**config.mk**
```make
export PLATFORM = sky130hd
export DESIGN_NAME = osc_cmd_regbank
export DESIGN_NICKNAME = d
export VERILOG_FILES = /design/src/rtl/osc_cmd_pkg.sv /design/src/rtl/osc_chan_regs.sv /design/src/rtl/osc_cmd_regbank.sv
export SDC_FILE = /design/constraint.sdc
export NUM_CORES = 1
export LEC_CHECK = 0
export CORE_MARGIN = 1.5
export CORE_UTILIZATION = 61
export CTS_BUF_LIST = sky130_fd_sc_hd__clkbuf_8
export DETAILED_ROUTE_END_ITERATION = 10
export GPL_ROUTABILITY_DRIVEN = 0
export PLACE_DENSITY = 0.88
export SYNTH_ARGS = -nofsm -noshare
export SYNTH_HDL_FRONTEND = slang
export SYNTH_SLANG_ARGS = --single-unit
```
**constraint.sdc**
```tcl
create_clock -name sys_clk -period 25.3 [get_ports sys_clk]
set_clock_uncertainty 0.15 [all_clocks]
set_input_delay 3.795 -clock sys_clk [delete_from_list [all_inputs] [get_ports sys_clk]]
set_output_delay 3.795 -clock sys_clk [all_outputs]
set_load 0.1 [all_outputs]
```
**src/rtl/osc_cmd_pkg.sv**
```systemverilog
// osc_cmd_pkg: opcode and field codes plus FSM states shared by the oscillator command decoder and its channel registers
package osc_cmd_pkg;
  localparam logic [2:0] OP_NOP = 3'd0, OP_WRITE = 3'd1, OP_COMMIT = 3'd2, OP_ENABLE = 3'd3, OP_READ = 3'd4;
  localparam logic [1:0] FLD_TUNE = 2'd0, FLD_WAVE = 2'd1, FLD_PW = 2'd2, FLD_MODE = 2'd3;
  typedef enum logic [1:0] {S_IDLE, S_EXEC, S_COMMIT} state_t;
endpackage

```
**src/rtl/osc_chan_regs.sv**
```systemverilog
// osc_chan_regs: one channel's shadow/active tune, wave, pw; wr_en+wr_field+wr_data load a shadow field, commit copies all shadows to the active outputs, sh_* read the shadows back
module osc_chan_regs
  import osc_cmd_pkg::*;
#(
  parameter int DATAWORD_WIDTH = 16,
  parameter int TUNING_WIDTH = 14,
  parameter int WAVE_SEL_WIDTH = 3,
  parameter int PULSEWIDTH_WIDTH = 12
) (
  input  logic                        sys_clk,
  input  logic                        sys_rst,
  input  logic                        wr_en,
  input  logic [1:0]                  wr_field,
  input  logic [DATAWORD_WIDTH-1:0]   wr_data,
  input  logic                        commit,
  output logic [TUNING_WIDTH-1:0]     tune,
  output logic [WAVE_SEL_WIDTH-1:0]   wave,
  output logic [PULSEWIDTH_WIDTH-1:0] pw,
  output logic [TUNING_WIDTH-1:0]     sh_tune,
  output logic [WAVE_SEL_WIDTH-1:0]   sh_wave,
  output logic [PULSEWIDTH_WIDTH-1:0] sh_pw
);
  logic unused_wr;
  assign unused_wr = ^wr_data;
  always_ff @(posedge sys_clk or posedge sys_rst) begin
    if (sys_rst) begin
      sh_tune <= '0;
      sh_wave <= '0;
      sh_pw <= '0;
      tune <= '0;
      wave <= '0;
      pw <= '0;
    end else begin
      if (wr_en && wr_field == FLD_TUNE) sh_tune <= wr_data[TUNING_WIDTH-1:0];
      if (wr_en && wr_field == FLD_WAVE) sh_wave <= wr_data[WAVE_SEL_WIDTH-1:0];
      if (wr_en && wr_field == FLD_PW) sh_pw <= wr_data[PULSEWIDTH_WIDTH-1:0];
      if (commit) begin
        tune <= sh_tune;
        wave <= sh_wave;
        pw <= sh_pw;
      end
    end
  end
endmodule

```
**src/rtl/osc_cmd_regbank.sv**
```systemverilog
// osc_cmd_regbank: command decoder/register bank; cmd_word+data_word+cmd_valid/cmd_ready in, osc_en/osc_tune/osc_wave/osc_pw/mode_sel active outputs, rd_data/rd_valid readback, commit_done and cmd_err pulses
module osc_cmd_regbank
  import osc_cmd_pkg::*;
#(
  parameter int N_OSC = 4,
  parameter int DATAWORD_WIDTH = 16,
  parameter int TUNING_WIDTH = 14,
  parameter int WAVE_SEL_WIDTH = 3,
  parameter int PULSEWIDTH_WIDTH = 12,
  parameter int MODE_SEL_WIDTH = 2
) (
  input  logic                              sys_clk,
  input  logic                              sys_rst,
  input  logic [7:0]                        cmd_word,
  input  logic [DATAWORD_WIDTH-1:0]         data_word,
  input  logic                              cmd_valid,
  output logic                              cmd_ready,
  output logic [N_OSC-1:0]                  osc_en,
  output logic [N_OSC*TUNING_WIDTH-1:0]     osc_tune,
  output logic [N_OSC*WAVE_SEL_WIDTH-1:0]   osc_wave,
  output logic [N_OSC*PULSEWIDTH_WIDTH-1:0] osc_pw,
  output logic [MODE_SEL_WIDTH-1:0]         mode_sel,
  output logic [DATAWORD_WIDTH-1:0]         rd_data,
  output logic                              rd_valid,
  output logic                              commit_done,
  output logic                              cmd_err
);
  localparam int DW = DATAWORD_WIDTH;
  localparam int TW = TUNING_WIDTH;
  localparam int WW = WAVE_SEL_WIDTH;
  localparam int PW = PULSEWIDTH_WIDTH;
  state_t state;
  logic [7:0] cmd_q;
  logic [DW-1:0] data_q;
  logic [2:0] idx, op, ch;
  logic [1:0] fld;
  logic ch_ok, bad, wr_shadow;
  logic [DW-1:0] rd_mux;
  // sized for the full 3-bit channel field so any decoded channel indexes safely
  logic [TW-1:0] sh_tune [8];
  logic [WW-1:0] sh_wave [8];
  logic [PW-1:0] sh_pw [8];
  assign op = cmd_q[7:5];
  assign fld = cmd_q[4:3];
  assign ch = cmd_q[2:0];
  assign cmd_ready = state == S_IDLE;
  always_comb begin
    ch_ok = {1'b0, ch} < 4'(N_OSC);
    bad = op > OP_READ || (((op == OP_WRITE && fld != FLD_MODE) || op == OP_READ) && !ch_ok);
    wr_shadow = state == S_EXEC && !bad && op == OP_WRITE && fld != FLD_MODE;
    rd_mux = fld == FLD_TUNE ? DW'(sh_tune[ch]) :
             fld == FLD_WAVE ? DW'(sh_wave[ch]) :
             fld == FLD_PW   ? DW'(sh_pw[ch]) : DW'(mode_sel);
  end
  generate
    for (genvar c = 0; c < 8; c++) begin : g_ch
      if (c < N_OSC) begin : g_on
        osc_chan_regs #(
          .DATAWORD_WIDTH(DW), .TUNING_WIDTH(TW), .WAVE_SEL_WIDTH(WW), .PULSEWIDTH_WIDTH(PW)
        ) u_regs (
          .sys_clk(sys_clk),
          .sys_rst(sys_rst),
          .wr_en(wr_shadow && ch == 3'(c)),
          .wr_field(fld),
          .wr_data(data_q),
          .commit(state == S_COMMIT && idx == 3'(c) && data_q[c]),
          .tune(osc_tune[c*TW +: TW]),
          .wave(osc_wave[c*WW +: WW]),
          .pw(osc_pw[c*PW +: PW]),
          .sh_tune(sh_tune[c]),
          .sh_wave(sh_wave[c]),
          .sh_pw(sh_pw[c])
        );
      end else begin : g_off
        assign sh_tune[c] = '0;
        assign sh_wave[c] = '0;
        assign sh_pw[c] = '0;
      end
    end
  endgenerate
  always_ff @(posedge sys_clk or posedge sys_rst) begin
    if (sys_rst) begin
      state <= S_IDLE;
      cmd_q <= '0;
      data_q <= '0;
      idx <= '0;
      osc_en <= '0;
      mode_sel <= '0;
      rd_data <= '0;
      rd_valid <= 1'b0;
      commit_done <= 1'b0;
      cmd_err <= 1'b0;
    end else begin
      rd_valid <= 1'b0;
      commit_done <= 1'b0;
      cmd_err <= 1'b0;
      case (state)
        S_IDLE: if (cmd_valid) begin
          cmd_q <= cmd_word;
          data_q <= data_word;
          state <= S_EXEC;
        end
        S_EXEC: begin
          state <= S_IDLE;
          if (bad) cmd_err <= 1'b1;
          else if (op == OP_ENABLE) osc_en <= data_q[N_OSC-1:0];
          else if (op == OP_WRITE && fld == FLD_MODE) mode_sel <= data_q[MODE_SEL_WIDTH-1:0];
          else if (op == OP_READ) begin
            rd_data <= rd_mux;
            rd_valid <= 1'b1;
          end else if (op == OP_COMMIT) begin
            idx <= '0;
            state <= S_COMMIT;
          end
        end
        S_COMMIT: begin
          idx <= idx + 3'd1;
          if (idx == 3'(N_OSC - 1)) begin
            idx <= '0;
            commit_done <= 1'b1;
            state <= S_IDLE;
          end
        end
        default: state <= S_IDLE;
      endcase
    end
  end
endmodule
```
==> impl_metrics.toml <==
[synthesis]
ys_seq_area_share_pct = 61.01
syn_inst = 740
synth_seq_cells = 282
synth_top_cell_by_area = "dfrtp_1"
synth-edff-count = 0
synth.area.top_cells = "dfrtp_1 61%, mux2_2 25%, mux4_2 5.3%"
syn_area_sq_um = 11570
synth_warnings = 0
synthArstFlopShare_pct = 100.0
synth_top_area_share_pct = 61.01
ys.flop_type = "dfrtp_1"
ys_types = 38
avgSynthCellArea_sq_um = 15.63

[pwr]
p_per_area_nw_per_um2 = 104.5
p_leak_nw = 6.872
ir_drop_mv = 0.06972
power_mw = 1.494

[clock_network]
clk_path_buf_depth = 3
post_cts_resize_count = 0
cts_sinks = 282
clock_latency_ns = 0.55
numCtsBuffers = 45
clock-root-buffer = "clkbuf_8"
clk_pin_slew_ns = 0.06
htreeDepth = 2
cts_tree = "yes"
holdBufCountCts = 0
cts_setup_buffers = 0

[layout]
ff_latch_area_sq_um = 7059
most-common-layout-cells = "280 x dfrtp_1, 260 x mux2_2, 164 x clkdlybuf4s50_1, 59 x clkbuf_8, 29 x nand2_1"
diodes = 0
layout_commonest_cell = "dfrtp_1"
fill_cells = 1104
drive_gt1_share_pct = 39.89
area_growth_pct = 23.58
multi_input_area_sq_um = 4284
final_nets = 941
final_cells = 1179

[timing]
setup_viol = 0
worst_pin_slew_ns = 1.156
rsz0062_at_grt = "false"
finalCriticalPeriod_ns = 6.317
final-hold-violation-count = 0
max_freq_ghz = 0.1583
max_slew_margin_pct = 22.50
finalWorstSetupSlack_ns = 18.98
hold-worst-slack_ns = 0.3389
slew_viol_final = 0
post-route-period-util_pct = 24.97
fin_setup_tns_ns = 0

[routing]
routed_via_density = 6.008
drt_first_pass_iters = 5
drc = 0
vias = 7084
post_drt_wl_per_cell_um = 23.48
wirelength_um = 27680
drtIter0Drc = 466
antenna_left = 0

[floorplan]
io_pins = 169
fp.coreArea_sq_um = 18640
rows = 50
die-area_sq_um = 19800
die_w_um = 140.7
die_h_um = 140.7
start_util_pct = 62.04

[place]
dp.cells = 1097
port_buffers = 164
hpwl_um = 17530
dpl_worst_slack_ns = 19.12

[worst_hold_path]
hp-class = "reg2reg"

[global_route]
antenna_found_initial = 0
grt_usage_pct = 29.07
grt_max_degree = 143
grt_pass1_wl_um = 43550
grt_pass1_vias = 7824
grt_overflow = 0

[critical_path]
critPathLaunchType = "flop"
worstReg2RegStart = "cmd_q[3]$_DFFE_PP0P_"
path_class = "reg2out"
reg2reg_slack_ns = 22.36
cp.arrival_ns = 2.37
worst_ep_required_time_ns = 21.35
cp-endpoint = "cmd_ready"
endpoint_kind = "output pin"
startpoint = "state[1]$_DFFE_PP0P_"
r2r_end = "g_ch[3].g_on.u_regs.sh_pw[4]$_DFFE_PP0P_"
rr_worst_depth = 4
cp_max_fo = 5

[run]
maxCapViolCount = 0

[outcome]
outcome = "complete, no violations"
[synthesized netlist by cell type, types with 2 or more instances]
master	n
a22oi_1	11
a31oi_1	2
and3_1	4
buf_1	4
buf_2	16
buf_4	3
clkbuf_1	24
dfrtp_1	282
ha_1	4
inv_1	6
mux2_2	260
mux2i_1	4
mux4_2	27
nand2_1	29
nand2b_1	4
nand3_1	2
nand4_1	2
nand4_2	2
nand4b_1	2
nor2_1	7
nor2b_1	2
nor3_1	5
nor3b_1	5
o21a_1	2
o21ai_0	17
o221ai_1	2
[flip-flops by register name, summed over array words and instances, names as in the netlist, 3 cells and up]
name / count
cmd_q: 8
data_q: 14
g_ch.g_on.u_regs.pw: 48
g_ch.g_on.u_regs.sh_pw: 48
g_ch.g_on.u_regs.sh_tune: 56
g_ch.g_on.u_regs.sh_wave: 12
g_ch.g_on.u_regs.tune: 56
g_ch.g_on.u_regs.wave: 12
idx: 3
osc_en: 4
rd_data: 14
[area by class of cell]
class	count	area share (%)
clock inverters	23	0.9016
well taps	234	2.048
multi-input cells	405	29.97
inverters	6	0.2101
clock buffers	59	5.681
repair buffers	170	11.80
flip-flops and latches	282	49.39
[worst min-delay path by stage]
stage	end	slack, ns	depth (start not counted)	start
2_1_floorplan	commit_done$_DFF_PP0_	0.31	1	idx[2]$_DFFE_PP0P_
3_3_place_gp	rd_data[3]$_DFFE_PP0P_	0.32	2	rd_data[3]$_DFFE_PP0P_
3_5_place_dp	rd_data[12]$_DFFE_PP0P_	0.32	2	rd_data[12]$_DFFE_PP0P_
4_1_cts	rd_data[12]$_DFFE_PP0P_	0.34	2	rd_data[12]$_DFFE_PP0P_
5_1_grt	rd_data[12]$_DFFE_PP0P_	0.36	2	rd_data[12]$_DFFE_PP0P_
6_report	rd_data[12]$_DFFE_PP0P_	0.34	2	rd_data[12]$_DFFE_PP0P_
[worst max-delay path, stage by stage (launching register included)]
cell             delay, ns
dfrtp_1               0.41
nor2_1                0.24
clkdlybuf4s50_1       1.18
[metrics by stage]
stage | cell area (sq um) | util (%)
after floorplan | 11570 | -
after global placement | 13350 | 71.62
after detailed placement | 13350 | 71.62
after CTS | 14290 | 76.67
after global routing | 14290 | 76.67
final | 14290 | 76.67
[report_power, final]
| group | total (mW) | switching [mW] | internal (mW) |
|---|---|---|---|
| Clock | 0.395 | 0.175 | 0.219 |
| Sequential | 0.654 | 0.119 | 0.535 |
| Combinational | 0.445 | 0.283 | 0.162 |
| Total | 1.49 | 0.577 | 0.917 |
[layer usage]
metal	wire length, um	global-route usage [%]
met1	11010	37.25
met2	13600	47.91
met3	2001	6.963
met4	1071	12.55
met5	0	0
[logic make-up after synthesis]
| logic type | synth area share, % |
|---|---|
| AO/OA/AOI/OAI | 2.034 |
| adder cells (fa/ha/maj) | 0.4327 |
| buffers and inverters | 2.088 |
| flip-flops | 61.01 |
| multiplexers | 30.92 |
| other | 0.03242 |
| AND/OR/NAND/NOR | 3.483 |
No activity file was read; power rests on OpenSTA's default activity.
==> patch 1 (config.mk and constraints unchanged) <==
Register the output `cmd_err` once more, without a reset; this adds one clock of latency there. The other outputs are not delayed to match.
--- a/src/rtl/osc_cmd_regbank.sv
+++ b/src/rtl/osc_cmd_regbank.sv
@@ -29,6 +29,8 @@
   localparam int TW = TUNING_WIDTH;
   localparam int WW = WAVE_SEL_WIDTH;
   localparam int PW = PULSEWIDTH_WIDTH;
+
+  logic cmd_err_s0;
   state_t state;
   logic [7:0] cmd_q;
   logic [DW-1:0] data_q;
@@ -89,11 +91,11 @@
       rd_data <= '0;
       rd_valid <= 1'b0;
       commit_done <= 1'b0;
-      cmd_err <= 1'b0;
+      cmd_err_s0 <= 1'b0;
     end else begin
       rd_valid <= 1'b0;
       commit_done <= 1'b0;
-      cmd_err <= 1'b0;
+      cmd_err_s0 <= 1'b0;
       case (state)
         S_IDLE: if (cmd_valid) begin
           cmd_q <= cmd_word;
@@ -102,7 +104,7 @@
         end
         S_EXEC: begin
           state <= S_IDLE;
-          if (bad) cmd_err <= 1'b1;
+          if (bad) cmd_err_s0 <= 1'b1;
           else if (op == OP_ENABLE) osc_en <= data_q[N_OSC-1:0];
           else if (op == OP_WRITE && fld == FLD_MODE) mode_sel <= data_q[MODE_SEL_WIDTH-1:0];
           else if (op == OP_READ) begin
@@ -125,4 +127,8 @@
       endcase
     end
   end
+  always_ff @(posedge sys_clk) begin
+    cmd_err <= cmd_err_s0;
+  end
+
 endmodule
Behaviour: not the same (a bounded check fails within 4 cycles, from zero or initial values and one cycle with sys_rst high).
==> patch 1 against the original RTL <==
  * Register-to-register slack worse by 190 ps
  * Routed wire length decreased by 0.74%
  * Cell count down 0.42%
  * Sequential cell count rose by 1
  * Clock power decreased by 10%
  * Design area decreased by 0.67%
  * Sequential share of layout area up 0.47 points
  * Fmax fell by 0.41%
  * Hold slack worse by 150 ps
  * Sequential power decreased by 2%
  * First-iteration DRC count rose by 6.0%
  * Synthesized area up 0.17%
  * Total power down 2.5%
  * Highest routed layer unchanged
  * Worst setup slack got worse by 26 ps
==> patch 1: results (changes against the original RTL) <==
metric,value,unit,change
FF-to-FF path depth,5,,+1
TritonCTS Buffers,46,,+2.2%
Vias per Instance,6.00,,about the same
crit path from,state[1]$_DFFE_PP0P_,,
worst-margin pin slew,1320,ps,+168 ps
Pleak,6.84,nW,-0.41%
Commonest cells post-synth,"dfrtp_1 (282), mux2_2 (260), nand2_1 (29)",,
Worst Path Arrival,2400,ps,+30 ps
synth top area cells,"dfrtp_1 (61%), mux2_2 (25%), mux4_2 (5.2%)",,
Detailed Route Iter0 Violations,494,,+6.0%
I/O Buffers,164,,unchanged
CP max FO,5,,unchanged
routed wire length,27.5,mm,-0.74%
CTS resizes,0,,unchanged
asr flop ratio synth,99.6,%,-0.35 points
pre-CTS setup slack,18960,ps,-156 ps
wire per inst,23.4,microns,-0.31%
Worst path top cell family by delay,buffers and inverters,,
hold_ws,190,ps,-149 ps
DRT Pass-1 Iters,4,,-1
htree depth,2,,unchanged
R2R Setup Slk,22170,ps,-190 ps
hold path start,cmd_err_s0$_DFF_PP0_,,
fin crit period,6340,ps,+26.0 ps
CTS Buffer Depth,3,,unchanged
Yosys cell types,39,,+2.6%
Setup Buffers After CTS,0,,unchanged
post-synthesis cell count,741,,+0.14%
Root Driver,clkbuf_8,,
largest registers,"g_ch.g_on.u_regs.sh_tune: 56 flops, g_ch.g_on.u_regs.tune: 56 flops",,
estimated wirelength of the detail-placed design,17.5,mm,-0.31%
slowest CP cell,clkdlybuf4s50_1,,
hold path depth,0,,-2
"Clk Latency, worst-skew pair",550,ps,about the same
launching point of the worst reg2reg path,state[0]$_DFFE_PP0P_,,
sequential fraction of the synthesis area,61.1,%,+0.067 points
Post-DP Area,0.0134,sq mm,+0.24%
initial antenna violation count,0,,unchanged
global-route wire length before repair,43.1,mm,-1.1%
vias in the first global route,7782,,-0.54%
share of layout cells above drive strength 1,38.3,%,-1.6 points
clk slew on worst S/H paths,60,ps,about the same
fin nets,945,,+0.43%
Worst Hold Class,reg2reg,,
crit-path max cell delay,1190,ps,
status,finished clean,,
Total GRT Usage,28.7,%,-0.37 points
YS warnings,0,,unchanged
Fillers,1094,,-0.91%
largest net degree at the start of global routing,130,,-9.1%
dpl cells,1100,,+0.27%
area of the multi-input gates,0.00428,sq mm,about the same
final count of pins violating max slew,0,,unchanged
antenna cells,0,,unchanged
peak supply drop,0.0525,mV,-25%
-- patch 1: cell count changes after synthesis, sizes merged --
cell	unedited run	this run
dfxtp	0	1
-- patch 1: power breakdown --
| part | total [mW] | switching (mW) | internal (mW) | leakage [nW] |
|---|---|---|---|---|
| clock network | 0.354 | 0.167 | 0.188 | 0.488 |
| logic | 0.458 | 0.296 | 0.163 | 2.49 |
| registers | 0.644 | 0.106 | 0.538 | 3.87 |
| total | 1.46 | 0.568 | 0.888 | 6.84 |
-- patch 1: worst paths after layout --
path                                                          end
setup / recovery                                        cmd_ready
max in group asynchronous                    cmd_q[0]$_DFFE_PP0P_
min in group asynchronous  g_ch[2].g_on.u_regs.pw[11]$_DFFE_PP0P_
hold / removal                                    cmd_err$_DFF_P_
hold reg to reg                                   cmd_err$_DFF_P_
setup reg to reg                           rd_data[1]$_DFFE_PP0P_
-- patch 1: area by class of cell --
type / count / share of cell area (%)
tap: 234 / 2.06
clock buffer: 53 / 5.14
clock inverter: 21 / 0.582
timing repair buffer: 172 / 12.0
multi-input combinational: 405 / 30.2
inverter: 6 / 0.212
sequential: 283 / 49.9
-- patch 1: cell families (layout without fill, tap and decap cells) --
| family | Yosys count | after routing | share of synthesized area [%] |
|---|---|---|---|
| compound gates | 37 | 37 | 2.03 |
| fa+ha+maj | 4 | 4 | 0.432 |
| buf+inv | 54 | 252 | 2.08 |
| flops | 283 | 283 | 61.1 |
| mux | 291 | 291 | 30.9 |
| other cells | 1 | 2 | 0.0324 |
| simple gates | 71 | 71 | 3.48 |
-- patch 1: worst register-to-register path: stages (launching register included) --
cell      delay (ps)
dfrtp_1          390
nor2b_1          580
nand4b_1        1150
inv_1            470
nand4_1          140
o21a_1           140
-- patch 1: routing by layer --
layer | vias up | routed length [microns] | global-route usage [%]
met3 | 61 | 2260 | 7.13
met1 | 3672 | 11000 | 37.7
met4 | 0 | 838 | 12.2
li1 | 3032 | - | -
met2 | 283 | 13400 | 46.2
met5 | - | 0 | 0
==> patch 2 (config.mk and constraints unchanged) <==
Made on the original files. `N_OSC`: 4 -> 3.
--- a/src/rtl/osc_cmd_regbank.sv
+++ b/src/rtl/osc_cmd_regbank.sv
@@ -2,7 +2,7 @@
 module osc_cmd_regbank
   import osc_cmd_pkg::*;
 #(
-  parameter int N_OSC = 4,
+  parameter int N_OSC = 3,
   parameter int DATAWORD_WIDTH = 16,
   parameter int TUNING_WIDTH = 14,
   parameter int WAVE_SEL_WIDTH = 3,
Interface: changed (resized osc_en, osc_pw, osc_tune and osc_wave); port bits go from 169 to 139. No check against the original RTL was run, so the function may have changed too.
==> patch 2 against the original RTL <==
  * Via count down 18%
  * Sequential cell count down 59
  * Core utilization down 2.1 points
  * Die area down 19%
  * Synthesized area down 19%
  * Global-route usage down 2.0 points
  * Combinational power down 20%
  * Sequential share of layout area up 0.18 points
  * Design area down 21%
  * Fmax up 1.6%
  * Total power down 25%
  * Routed wire length down 24%
  * Worst setup slack better by 100 ps
  * Critical endpoint unchanged
  * Largest cell class unchanged
  * Highest routed layer unchanged
==> patch 2: results (changes against the original RTL) <==
metric,value,unit,change
status,finished clean,,
estimated wirelength of the detail-placed design,14.1,mm,-20%
clock group share of total power,23.4,%,-3.0 points
"Clk Latency, worst-skew pair",500,ps,-50 ps
post-synthesis mux area share,28.3,%,-2.6 points
R2R Path End,g_ch[1].g_on.u_regs.sh_tune[4]$_DFFE_PP0P_,,
syn_area_per_cell,15.0,sq um,-4.3%
vias in the first global route,6068,,-22%
fin crit period,6220,ps,-99.7 ps
global-route wire length before repair,33.5,mm,-23%
hold path depth,1,,-1
launching point of the worst reg2reg path,cmd_q[1]$_DFFE_PP0P_,,
routed wire length,21.0,mm,-24%
Fillers,911,,-17%
peak supply drop,0.0583,mV,-16%
dpl cells,910,,-17%
synth top area cells,"dfrtp_1 (60%), mux2_2 (20%), mux2_4 (3.2%)",,
Pleak,5.48,nW,-20%
R2R Setup Slk,22430,ps,+70 ps
area of the multi-input gates,0.00347,sq mm,-19%
combinational group share of total power,31.9,%,+2.1 points
initial antenna violation count,0,,unchanged
DR vias,5797,,-18%
I/O Buffers,134,,-18%
DRT Pass-1 Iters,5,,unchanged
met2 wire length,10.0,mm,-26%
routed wl met3,1.07,mm,-47%
Post-Synth Adder-Cell Area,0,%,-0.43 points
hold_ws,350,ps,+10.8 ps
M1 GR Usage,38.4,%,+1.1 points
largest registers,"g_ch.g_on.u_regs.sh_tune: 42 flops, g_ch.g_on.u_regs.tune: 42 flops",,
GR Util met3,4.05,%,-2.9 points
Detailed Route Iter0 Violations,375,,-20%
pre-CTS setup slack,19110,ps,-9.80 ps
sequential fraction of the synthesis area,59.7,%,-1.3 points
crit-path max cell delay,1160,ps,-20 ps
FF-to-FF path depth,5,,+1
Synth Area in Compound Gates,4.04,%,+2.0 points
fin nets,786,,-16%
largest net degree at the start of global routing,152,,+6.3%
met2 Usage GRT,42.0,%,-5.9 points
CP max FO,6,,+1
Switching Power,0.457,mW,-21%
hold path start,g_ch[2].g_on.u_regs.pw[0]$_DFFE_PP0P_,,
Total GRT Usage,27.0,%,-2.0 points
crit path from,state[1]$_DFFE_PP0P_,,
Power Clock,0.263,mW,-33%
Max-Slew Margin vs Limit,19.8,%,-2.7 points
Yosys cell types,52,,+37%
==> patch 2: cell types whose count changed in the layout (fill, tap and decap cells not counted), sizes merged, moves of 16 or more <==
cell and change:
clkbuf -21, clkdlybuf4s50 -30, dfrtp -59, mux2 -58
mux2i +21, mux4 -25, nand2 -16
==> patch 2: kinds of logic (layout without fill, tap and decap cells) <==
logic type | after synthesis | count (layout)
multiplexers | 229 | 229
AO/OA/AOI/OAI | 56 | 56
other | 1 | 2
AND/OR/NAND/NOR | 70 | 70
buffers and inverters | 46 | 193
flip-flops | 223 | 223
==> patch 2: cell type report <==
type,instances,area share [%]
clock inverter,13,0.445
timing repair buffer,138,12.2
clock buffer,38,4.65
tap,188,2.09
inverter,4,0.200
sequential,223,49.6
multi-input combinational,357,30.9
==> patch 2: worst reg2reg max path, delay by kind of cell, from the launching register on <==
| kind | cells | cell delay (ps) |
|---|---|---|
| buffers and inverters | 1 | 320 |
| muxes | 1 | 380 |
| DFF | 1 | 430 |
| and+or+nand+nor | 3 | 1450 |
